==> config.mk <==
export PLATFORM = sky130hd
export DESIGN_NAME = spi_tx_queue
export DESIGN_NICKNAME = d
export VERILOG_FILES = /design/src/rtl/spi_pkg.sv /design/src/rtl/spi_txq_fifo.sv /design/src/rtl/spi_tx_queue.sv
export SDC_FILE = /design/constraint.sdc
export NUM_CORES = 1
export LEC_CHECK = 0
export BUFFER_PORTS_ARGS = -buffer_cell sky130_fd_sc_hd__buf_4
export CORE_UTILIZATION = 45
export CTS_CLUSTER_SIZE = 40
export DETAILED_ROUTE_END_ITERATION = 12
export PLACE_DENSITY_LB_ADDON = 0.05
export SYNTH_ARGS = -nofsm -noshare
export SYNTH_HDL_FRONTEND = slang
export SYNTH_SLANG_ARGS = --single-unit
==> constraint.sdc <==
create_clock -name clk -period 2.35 [get_ports clk]
set_input_delay 0.1175 -clock clk [delete_from_list [all_inputs] [get_ports clk]]
set_output_delay 0.1175 -clock clk [all_outputs]
set_load 0.01 [all_outputs]
==> src/rtl/spi_pkg.sv <==
// Shared FSM state type and default data width for the SPI transmit queue.
package spi_pkg;

  localparam int unsigned SPI_DATA_W = 8;

  typedef enum logic [2:0] {
    IDLE,
    LOAD,
    START,
    WAIT_FIN,
    GAP
  } txq_state_t;

endpackage

==> src/rtl/spi_txq_fifo.sv <==
// Synchronous FIFO for the SPI transmit queue: registered flags, level and read data.
// A pop loads the head entry into rd_data on the same edge the read pointer advances.
module spi_txq_fifo
  import spi_pkg::*;
#(
  parameter int unsigned DATA_W = SPI_DATA_W,
  parameter int unsigned DEPTH  = 8
) (
  input  logic                    clk,
  input  logic                    rst_n,
  input  logic                    push,
  input  logic                    pop,
  input  logic [DATA_W-1:0]       wr_data,
  output logic [DATA_W-1:0]       rd_data,
  output logic                    full,
  output logic                    empty,
  output logic [$clog2(DEPTH):0]  level
);

  localparam int unsigned AW = $clog2(DEPTH);
  localparam int unsigned LW = AW + 1;

  logic [DATA_W-1:0] mem_q [DEPTH];
  logic [AW-1:0]     wr_ptr_q, wr_ptr_d;
  logic [AW-1:0]     rd_ptr_q, rd_ptr_d;
  logic [LW-1:0]     level_q, level_d;
  logic              full_q, full_d;
  logic              empty_q, empty_d;
  logic [DATA_W-1:0] rd_data_q, rd_data_d;
  logic              push_ok, pop_ok;

  // A pop frees a slot, so a push into a full FIFO is accepted alongside it.
  always_comb begin
    pop_ok    = pop && !empty_q;
    push_ok   = push && (!full_q || pop_ok);
    wr_ptr_d  = wr_ptr_q;
    rd_ptr_d  = rd_ptr_q;
    rd_data_d = rd_data_q;
    if (push_ok) begin
      wr_ptr_d = wr_ptr_q + AW'(1);
    end
    if (pop_ok) begin
      rd_ptr_d  = rd_ptr_q + AW'(1);
      rd_data_d = mem_q[rd_ptr_q];
    end
    level_d = level_q + LW'(push_ok) - LW'(pop_ok);
    full_d  = (level_d == LW'(DEPTH));
    empty_d = (level_d == '0);
  end

  always_ff @(posedge clk) begin
    if (push_ok) begin
      mem_q[wr_ptr_q] <= wr_data;
    end
  end

  always_ff @(posedge clk or negedge rst_n) begin
    if (!rst_n) begin
      wr_ptr_q  <= '0;
      rd_ptr_q  <= '0;
      level_q   <= '0;
      full_q    <= 1'b0;
      empty_q   <= 1'b1;
      rd_data_q <= '0;
    end else begin
      wr_ptr_q  <= wr_ptr_d;
      rd_ptr_q  <= rd_ptr_d;
      level_q   <= level_d;
      full_q    <= full_d;
      empty_q   <= empty_d;
      rd_data_q <= rd_data_d;
    end
  end

  assign rd_data = rd_data_q;
  assign full    = full_q;
  assign empty   = empty_q;
  assign level   = level_q;

endmodule

==> src/rtl/spi_tx_queue.sv <==
// Byte queue feeding an SPI master: FIFO, start/finish handshake FSM and inter-transfer gap.
// Optional sticky overflow flag with ovf_clr when SPI_TXQ_OVERFLOW_EN is defined.
module spi_tx_queue
  import spi_pkg::*;
#(
  parameter int unsigned DATA_W     = SPI_DATA_W,
  parameter int unsigned DEPTH      = 8,
  parameter int unsigned GAP_CYCLES = 2
) (
  input  logic                   clk,
  input  logic                   rst,
  input  logic                   wr_en,
  input  logic [DATA_W-1:0]      wr_data,
  input  logic                   en,
  input  logic                   spi_finish,
`ifdef SPI_TXQ_OVERFLOW_EN
  input  logic                   ovf_clr,
  output logic                   overflow,
`endif
  output logic                   spi_start,
  output logic [DATA_W-1:0]      spi_data,
  output logic                   full,
  output logic                   empty,
  output logic [$clog2(DEPTH):0] level,
  output logic                   busy
);

  localparam logic [3:0] GAP_LAST = (GAP_CYCLES == 0) ? 4'd0 : 4'(GAP_CYCLES - 1);

  txq_state_t        state_q, state_d;
  logic [DATA_W-1:0] spi_data_q, spi_data_d;
  logic              spi_start_q, spi_start_d;
  logic              busy_q, busy_d;
  logic [3:0]        gap_cnt_q, gap_cnt_d;
  logic              fin_prev_q;
  logic              avail_q;
  logic              fin_rise;
  logic              fifo_pop;
  logic              fifo_empty;
  logic              fifo_full;
  logic [DATA_W-1:0] fifo_rd_data;

  spi_txq_fifo #(
    .DATA_W (DATA_W),
    .DEPTH  (DEPTH)
  ) u_fifo (
    .clk     (clk),
    .rst_n   (rst),
    .push    (wr_en),
    .pop     (fifo_pop),
    .wr_data (wr_data),
    .rd_data (fifo_rd_data),
    .full    (fifo_full),
    .empty   (fifo_empty),
    .level   (level)
  );

  // Launch needs avail_q too: a freshly written entry settles one cycle before it is popped.
  always_comb begin
    state_d    = state_q;
    spi_data_d = spi_data_q;
    gap_cnt_d  = gap_cnt_q;
    fifo_pop   = 1'b0;
    fin_rise   = spi_finish && !fin_prev_q;
    unique case (state_q)
      IDLE: begin
        if (en && avail_q && !fifo_empty) begin
          fifo_pop = 1'b1;
          state_d  = LOAD;
        end
      end
      LOAD: begin
        spi_data_d = fifo_rd_data;
        state_d    = START;
      end
      START: state_d = WAIT_FIN;
      WAIT_FIN: begin
        if (fin_rise) begin
          gap_cnt_d = '0;
          state_d   = (GAP_CYCLES == 0) ? IDLE : GAP;
        end
      end
      GAP: begin
        if (gap_cnt_q == GAP_LAST) begin
          state_d = IDLE;
        end else begin
          gap_cnt_d = gap_cnt_q + 4'd1;
        end
      end
      default: state_d = IDLE;
    endcase
    spi_start_d = (state_d == START);
    busy_d      = (state_d != IDLE);
  end

  always_ff @(posedge clk or negedge rst) begin
    if (!rst) begin
      state_q     <= IDLE;
      spi_data_q  <= '0;
      spi_start_q <= 1'b0;
      busy_q      <= 1'b0;
      gap_cnt_q   <= '0;
      fin_prev_q  <= 1'b0;
      avail_q     <= 1'b0;
    end else begin
      state_q     <= state_d;
      spi_data_q  <= spi_data_d;
      spi_start_q <= spi_start_d;
      busy_q      <= busy_d;
      gap_cnt_q   <= gap_cnt_d;
      fin_prev_q  <= spi_finish;
      avail_q     <= !fifo_empty;
    end
  end

`ifdef SPI_TXQ_OVERFLOW_EN
  logic overflow_q, overflow_d;

  // A push against a full FIFO with no pop that cycle is dropped; set beats clear.
  always_comb begin
    overflow_d = overflow_q;
    if (ovf_clr) begin
      overflow_d = 1'b0;
    end
    if (wr_en && fifo_full && !fifo_pop) begin
      overflow_d = 1'b1;
    end
  end

  always_ff @(posedge clk or negedge rst) begin
    if (!rst) begin
      overflow_q <= 1'b0;
    end else begin
      overflow_q <= overflow_d;
    end
  end

  assign overflow = overflow_q;
`endif

  assign spi_start = spi_start_q;
  assign spi_data  = spi_data_q;
  assign full      = fifo_full;
  assign empty     = fifo_empty;
  assign busy      = busy_q;

endmodule

# Yosys cells after proc, flatten, opt, wreduce, memory -nomap -nowiden
# Memory sizes are Yosys's and may differ from the RTL's. A register that Yosys moved wholly into a read port is not among the register bits.
# Cells that the tools add are included.
# W data, S select, Z words.
# word_totals
mem_count	1
latch_bits	0
romBits	0
elab_cells	53
ramBits	64
reg_bits	31
input_bits	13
# op_classes
eq_ne	9
n_mux	11
div	0
order_cmp	0
bitwise_logic	0
n_mul	0
n_addsub	5
n_reduce_logical	15
n_shift	0
# memory_table
memory	depth	word_bits	rd	rd_ports_with_merged_regs	write_ports	line	rtl
u_fifo.mem_q	8	8	1	1	1	spi_txq_fifo.sv:23	logic [DATA_W-1:0] mem_q [DEPTH];
# ops
op	n
$pmux W3 S5	1
$eq A3 B2 Y1 const B	3
$mux W3	3
$mux W4	2
$pmux W4 S2	1
$add A3 B1 Y3 const B	2
$logic_and A1 B1 Y1	5
$add A4 B1 Y4	1
$add A4 B1 Y4 const B	1
$eq A4 B1 Y1 const B	1
$eq A4 B4 Y1 const B	1
$logic_not A1 Y1	4
$logic_not A4 Y1	1
$mux W1	4
$ne A2 B2 Y1 const B	2
$sub A4 B1 Y4	1
$eq A3 B1 Y1 const B	1
$eq A3 B3 Y1 const B	1
$logic_not A3 Y1	1
$reduce_and A3 Y1	1
$reduce_bool A3 Y1	1
$reduce_bool A2 Y1	1
$logic_or A1 B1 Y1	1

# Logic depth before layout (Yosys ltp)
# depth
ltp_word	10
depth_mapped	13
mapped_depth_nobuf	11

# Modules after synthesis
# From an unflattened synthesis, not the netlist that was laid out.
# hier_totals
cells_unflattened	275
area_unflattened_um2	4154.0
# by_module_without_submodules
module	seq_area_each_um2	area_each_um2	cells_each	instances
spi_txq_fifo	2423.6	3389.5	218	1
spi_tx_queue	475.5	764.5	57	1

# Least setup slack after synthesis
# OpenSTA, ideal clock, no wires.
# synth_timing
path_kind	register to register
from	reg u_fifo.empty_q (netlist: u_fifo.empty)
to	reg u_fifo.full_q (netlist: u_fifo.full)
path_slack_ps	-187
setup_ps	73
path_stages_with_launch	13
n_path_buf	1
t_arrival_ps	2464
period_less_slack_ps	2537
t_required_ps	2277
path_cell_list	dfstp_2 nor2_2 nand4_4 clkinv_2 buf_2 ha_1 inv_1 ha_1 inv_1 fa_1 inv_1 or3_1 nor2b_1
# synth_via
elab_chain_len	10
# synth_rtl
item	line	rtl
start: declaration	spi_txq_fifo.sv:28	logic empty_q, empty_d;
start signal: assignment	spi_txq_fifo.sv:70	empty_q <= empty_d;
$logic_not A1 Y1 (*)	spi_txq_fifo.sv:34, spi_tx_queue.sv:67	
$logic_and A1 B1 Y1	spi_tx_queue.sv:67	if (en && avail_q && !fifo_empty) begin
$mux W1	spi_tx_queue.sv:67	
$mux W1	spi_tx_queue.sv:65	unique case (state_q)
$logic_and A1 B1 Y1 (*)	spi_txq_fifo.sv:34	pop_ok = pop && !empty_q;
named net u_fifo.pop_ok	spi_txq_fifo.sv:30	logic push_ok, pop_ok;
$logic_or A1 B1 Y1	spi_txq_fifo.sv:35	push_ok = push && (!full_q || pop_ok);
$logic_and A1 B1 Y1	spi_txq_fifo.sv:35	
$add A4 B1 Y4	spi_txq_fifo.sv:46	level_d = level_q + LW'(push_ok) - LW'(pop_ok);
$sub A4 B1 Y4 (*)	spi_txq_fifo.sv:46	
named net u_fifo.level_d[1]	spi_txq_fifo.sv:26	logic [LW-1:0] level_q, level_d;
$eq A4 B4 Y1 (*)	spi_txq_fifo.sv:47	full_d = (level_d == LW'(DEPTH));
named net u_fifo.full_d	spi_txq_fifo.sv:27	logic full_q, full_d;
end signal: assignment	spi_txq_fifo.sv:69	full_q <= full_d;
end: declaration	spi_txq_fifo.sv:27	
# Mark *: on every way through the listed nets, which the timed path passes. The rest lies on a longest branch.
# A chain may end at the register's enable or synchronous reset.

# Final worst setup path
# layout_timing
from	reg u_fifo.empty_q (netlist: u_fifo.empty)
to	reg u_fifo.full_q (netlist: u_fifo.full)
# layout_via
elab_chain_len	10
# layout_rtl
item	line
$logic_not A1 Y1 (*)	spi_txq_fifo.sv:34, spi_tx_queue.sv:67
$logic_and A1 B1 Y1	spi_tx_queue.sv:67
$mux W1	spi_tx_queue.sv:67
$mux W1	spi_tx_queue.sv:65
$logic_and A1 B1 Y1 (*)	spi_txq_fifo.sv:34
$logic_or A1 B1 Y1	spi_txq_fifo.sv:35
$logic_and A1 B1 Y1	spi_txq_fifo.sv:35
$add A4 B1 Y4	spi_txq_fifo.sv:46
$sub A4 B1 Y4 (*)	spi_txq_fifo.sv:46
named net u_fifo.level_d[1]	spi_txq_fifo.sv:26
$eq A4 B4 Y1 (*)	spi_txq_fifo.sv:47
named net u_fifo.full_d	spi_txq_fifo.sv:27
# Marks and branches as above.

==> impl_metrics.py <==
metrics = {
    "critical_path": {
        "r2r_start": "u_fifo.empty",
        "crit_type": "flop to flop",
        "critPathMaxFanout": 5,
        "cp.arrival_ps": 2560,
        "crit_start": "u_fifo.empty",
        "critPathRequiredTime_ps": 2650,
        "critPathCaptureType": "flop",
        "r2r_slack_ps": 80,
        "startpoint_type": "flop",
    },
    "floorplan": {
        "initial_core_util_pct": 47.02,
        "dieWidth_um": 98.15,
        "core_mm2": 0.008848,
        "fp.dieArea_mm2": 0.009633,
        "num_rows": 34,
        "io_pins": 29,
        "die_height_um": 98.15,
    },
    "clock_network": {
        "h-tree-depth": 3,
        "post_cts_buffers": 0,
        "clkSinkCount": 103,
        "cts-root-buf": "clkbuf_8",
        "cts_tree": "built",
        "path_clk_slew_ps": 100,
        "clockBufferDepth": 2,
        "numCtsBuffers": 9,
        "clock_latency_ps": 360,
    },
    "grt": {
        "overflow": 0,
        "grt_max_degree": 40,
        "grt_pass1_vias": 2315,
        "antenna_found_initial": 0,
        "track_usage_pct": 17.36,
        "grt_pass1_wl_um": 12310,
    },
    "sta": {
        "hold_violations": 0,
        "setup_slack_ps": 84.03,
        "timing.final.max_slew_violations": 0,
        "finClkSkew_ps": 10.97,
        "setup_violations": 0,
        "rsz0062_at_grt": "true",
        "slew_headroom_pct": 41.98,
        "timing.final.crit_share_pct": 96.42,
        "fmax_mhz": 441.3,
        "final.min_clock_period_ps": 2266,
        "worst_pin_slew_ps": 867.2,
    },
    "placement": {
        "dp_hpwl_um": 4706,
        "portBuffers": 28,
        "gp_congestion": 0.7070,
        "preCtsSetupSlack_ps": 89.81,
    },
    "yosys": {
        "synth_top_area_cell": "edfxtp_1",
        "synth_seq_cells": 103,
        "synth_seq_area_share_pct": 69.68,
        "yosysMostFrequentCell": "edfxtp_1",
        "syn_area_mm2": 0.004160,
        "synth_area_leaders": "edfxtp_1 (46%), dfrtp_1 (23%), mux2i_1 (7.9%)",
        "yosysWarnings": 0,
        "synth_fp_nets": 297,
        "async_flop_share_pct": 37.86,
        "synth_area_per_cell_um2": 15.13,
        "syn_inst": 275,
        "synth_ff_type": "edfxtp_1",
        "ys_types": 44,
        "yosysTopAreaCellShare_pct": 46.20,
        "yosys-top-cells-count": "edfxtp_1 (64), dfrtp_1 (38), mux2i_1 (33), nand2_1 (22), a22oi_1 (16)",
        "synth_edf_count": 64,
    },
    "drt": {
        "vias": 2270,
        "postRouteAntennaNets": 0,
        "first_pass_iters": 6,
        "drtIter0Drc": 78,
        "post_drt_wl_per_cell_um": 16.83,
        "drc": 0,
        "routed_via_density": 5.136,
        "drt_wl_total_um": 7441,
    },
    "layout": {
        "layout-drive-gt1-share_pct": 24.25,
        "postLayoutCoreUtil_pct": 55.71,
        "area_growth_pct": 18.50,
        "diodes": 0,
        "finalNetCount": 351,
    },
    "min_path": {
        "min_from": "wr_en",
        "hold_path.class": "input port to flop",
    },
    "outcome": {
        "status": "finished, final reports clean",
    },
    "flow_run": {
        "max_cap_violations": 0,
    },
    "power": {
        "power_density_mw_per_mm2": 1172,
        "ir_worst_vdd_v": 0.0005205,
        "leakage_nw": 2.004,
    },
}
## worst max-delay path, stage by stage, from the launching register on
cell      delay (ps)
dfstp_2          580
nor2_4            40
nand4_4           70
clkinv_4          90
ha_4             210
inv_2             60
ha_4             120
inv_2             30
fa_1             460
inv_1             50
or3_4            360
nor2b_1          130
## path summary, 6_finish.rpt
path / cells past startpoint / endpoint
setup reg to reg: 11 / u_fifo.full
max in group asynchronous: 2 / u_fifo.empty
hold / removal: 3 / u_fifo.wr_ptr_q[2]
setup / recovery: 11 / u_fifo.full
hold reg to reg: 2 / u_fifo.rd_data[0]
min in group asynchronous: 2 / u_fifo.rd_data[0]
## registers in the layout, indices dropped and copies added, names as in the netlist
signal / cells
u_fifo.rd_data: 8
state_q: 3
u_fifo.full: 1
fin_prev_q: 1
busy: 1
u_fifo.mem_q: 64
u_fifo.wr_ptr_q: 3
spi_data: 8
avail_q: 1
u_fifo.rd_ptr_q: 3
u_fifo.level: 4
spi_start: 1
gap_cnt_q: 4
u_fifo.empty: 1
## final cells by class
class	instances	area [µm²]
fill	736	3919
sequential	103	2899
multi-input combinational	149	1185
timing repair buffer	54	442.9
tap	108	135.1
clock buffer	9	123.9
clock inverter	7	93.84
inverter	12	50.05
## cells by family after synthesis
kind of cell | share of synthesized area, %
multiplexers | 10.47
XOR/XNOR | 1.895
buffers and inverters | 2.677
adder cells (fa/ha/maj) | 2.887
AO/OA/AOI/OAI | 4.812
flip-flops | 69.68
AND/OR/NAND/NOR | 7.580
## report_power, final
group | total (mW) | switching (mW) | leakage, nW | internal (mW)
Combinational | 1.98 | 1.02 | 0.837 | 0.955
Sequential | 2.60 | 0.224 | 1.06 | 2.38
Clock | 1.20 | 0.598 | 0.108 | 0.602
Total | 5.78 | 1.85 | 2.00 | 3.93
## routing by layer
metal  vias to the layer above  GRT usage, %  part of all wire (%)
met2                        35         27.30                    46
li1                       1106             -                     -
met3                        11         3.865                   3.2
met4                         0         6.200                   1.4
met1                      1118         23.90                    49
met5                         -             0                     0
## cell usage in the layout, fill, tap and decap left out, types with 3 or more instances in the layout
cell           count
inv_1              9
nand2_1           22
nor2b_1            3
buf_4             43
nand3_1           11
edfxtp_1          64
mux2_2             8
mux2i_1           33
dfrtp_1           38
clkbuf_8           9
nor2_1            11
a22oi_1           16
nor3_1             3
xnor2_1            7
ha_1               6
dlygate4sd3_1     10
## per-stage QoR
step	instance area, µm²	hold WS, ps	instances	setup TNS [ps]	power, mW
2_1_floorplan	4200	-178.1	275	-6.186	3.949
3_3_place_gp	4607	125.1	416	0	4.587
3_5_place_dp	4607	118.8	416	0	4.618
4_1_cts	4925	95.05	442	0	5.832
5_1_grt	4930	117.8	442	-19.98	6.159
6_report	4930	107.3	442	0	5.779
## repair_timing
| item | in CTS | in global routing |
|---|---|---|
| gates resized for setup | 0 | 1 |
| setup endpoints to repair | 0 | 1 |
| hold buffers | 10 | 0 |
| hold endpoints to repair | 103 | 0 |
(Power assumes the default switching activity.)
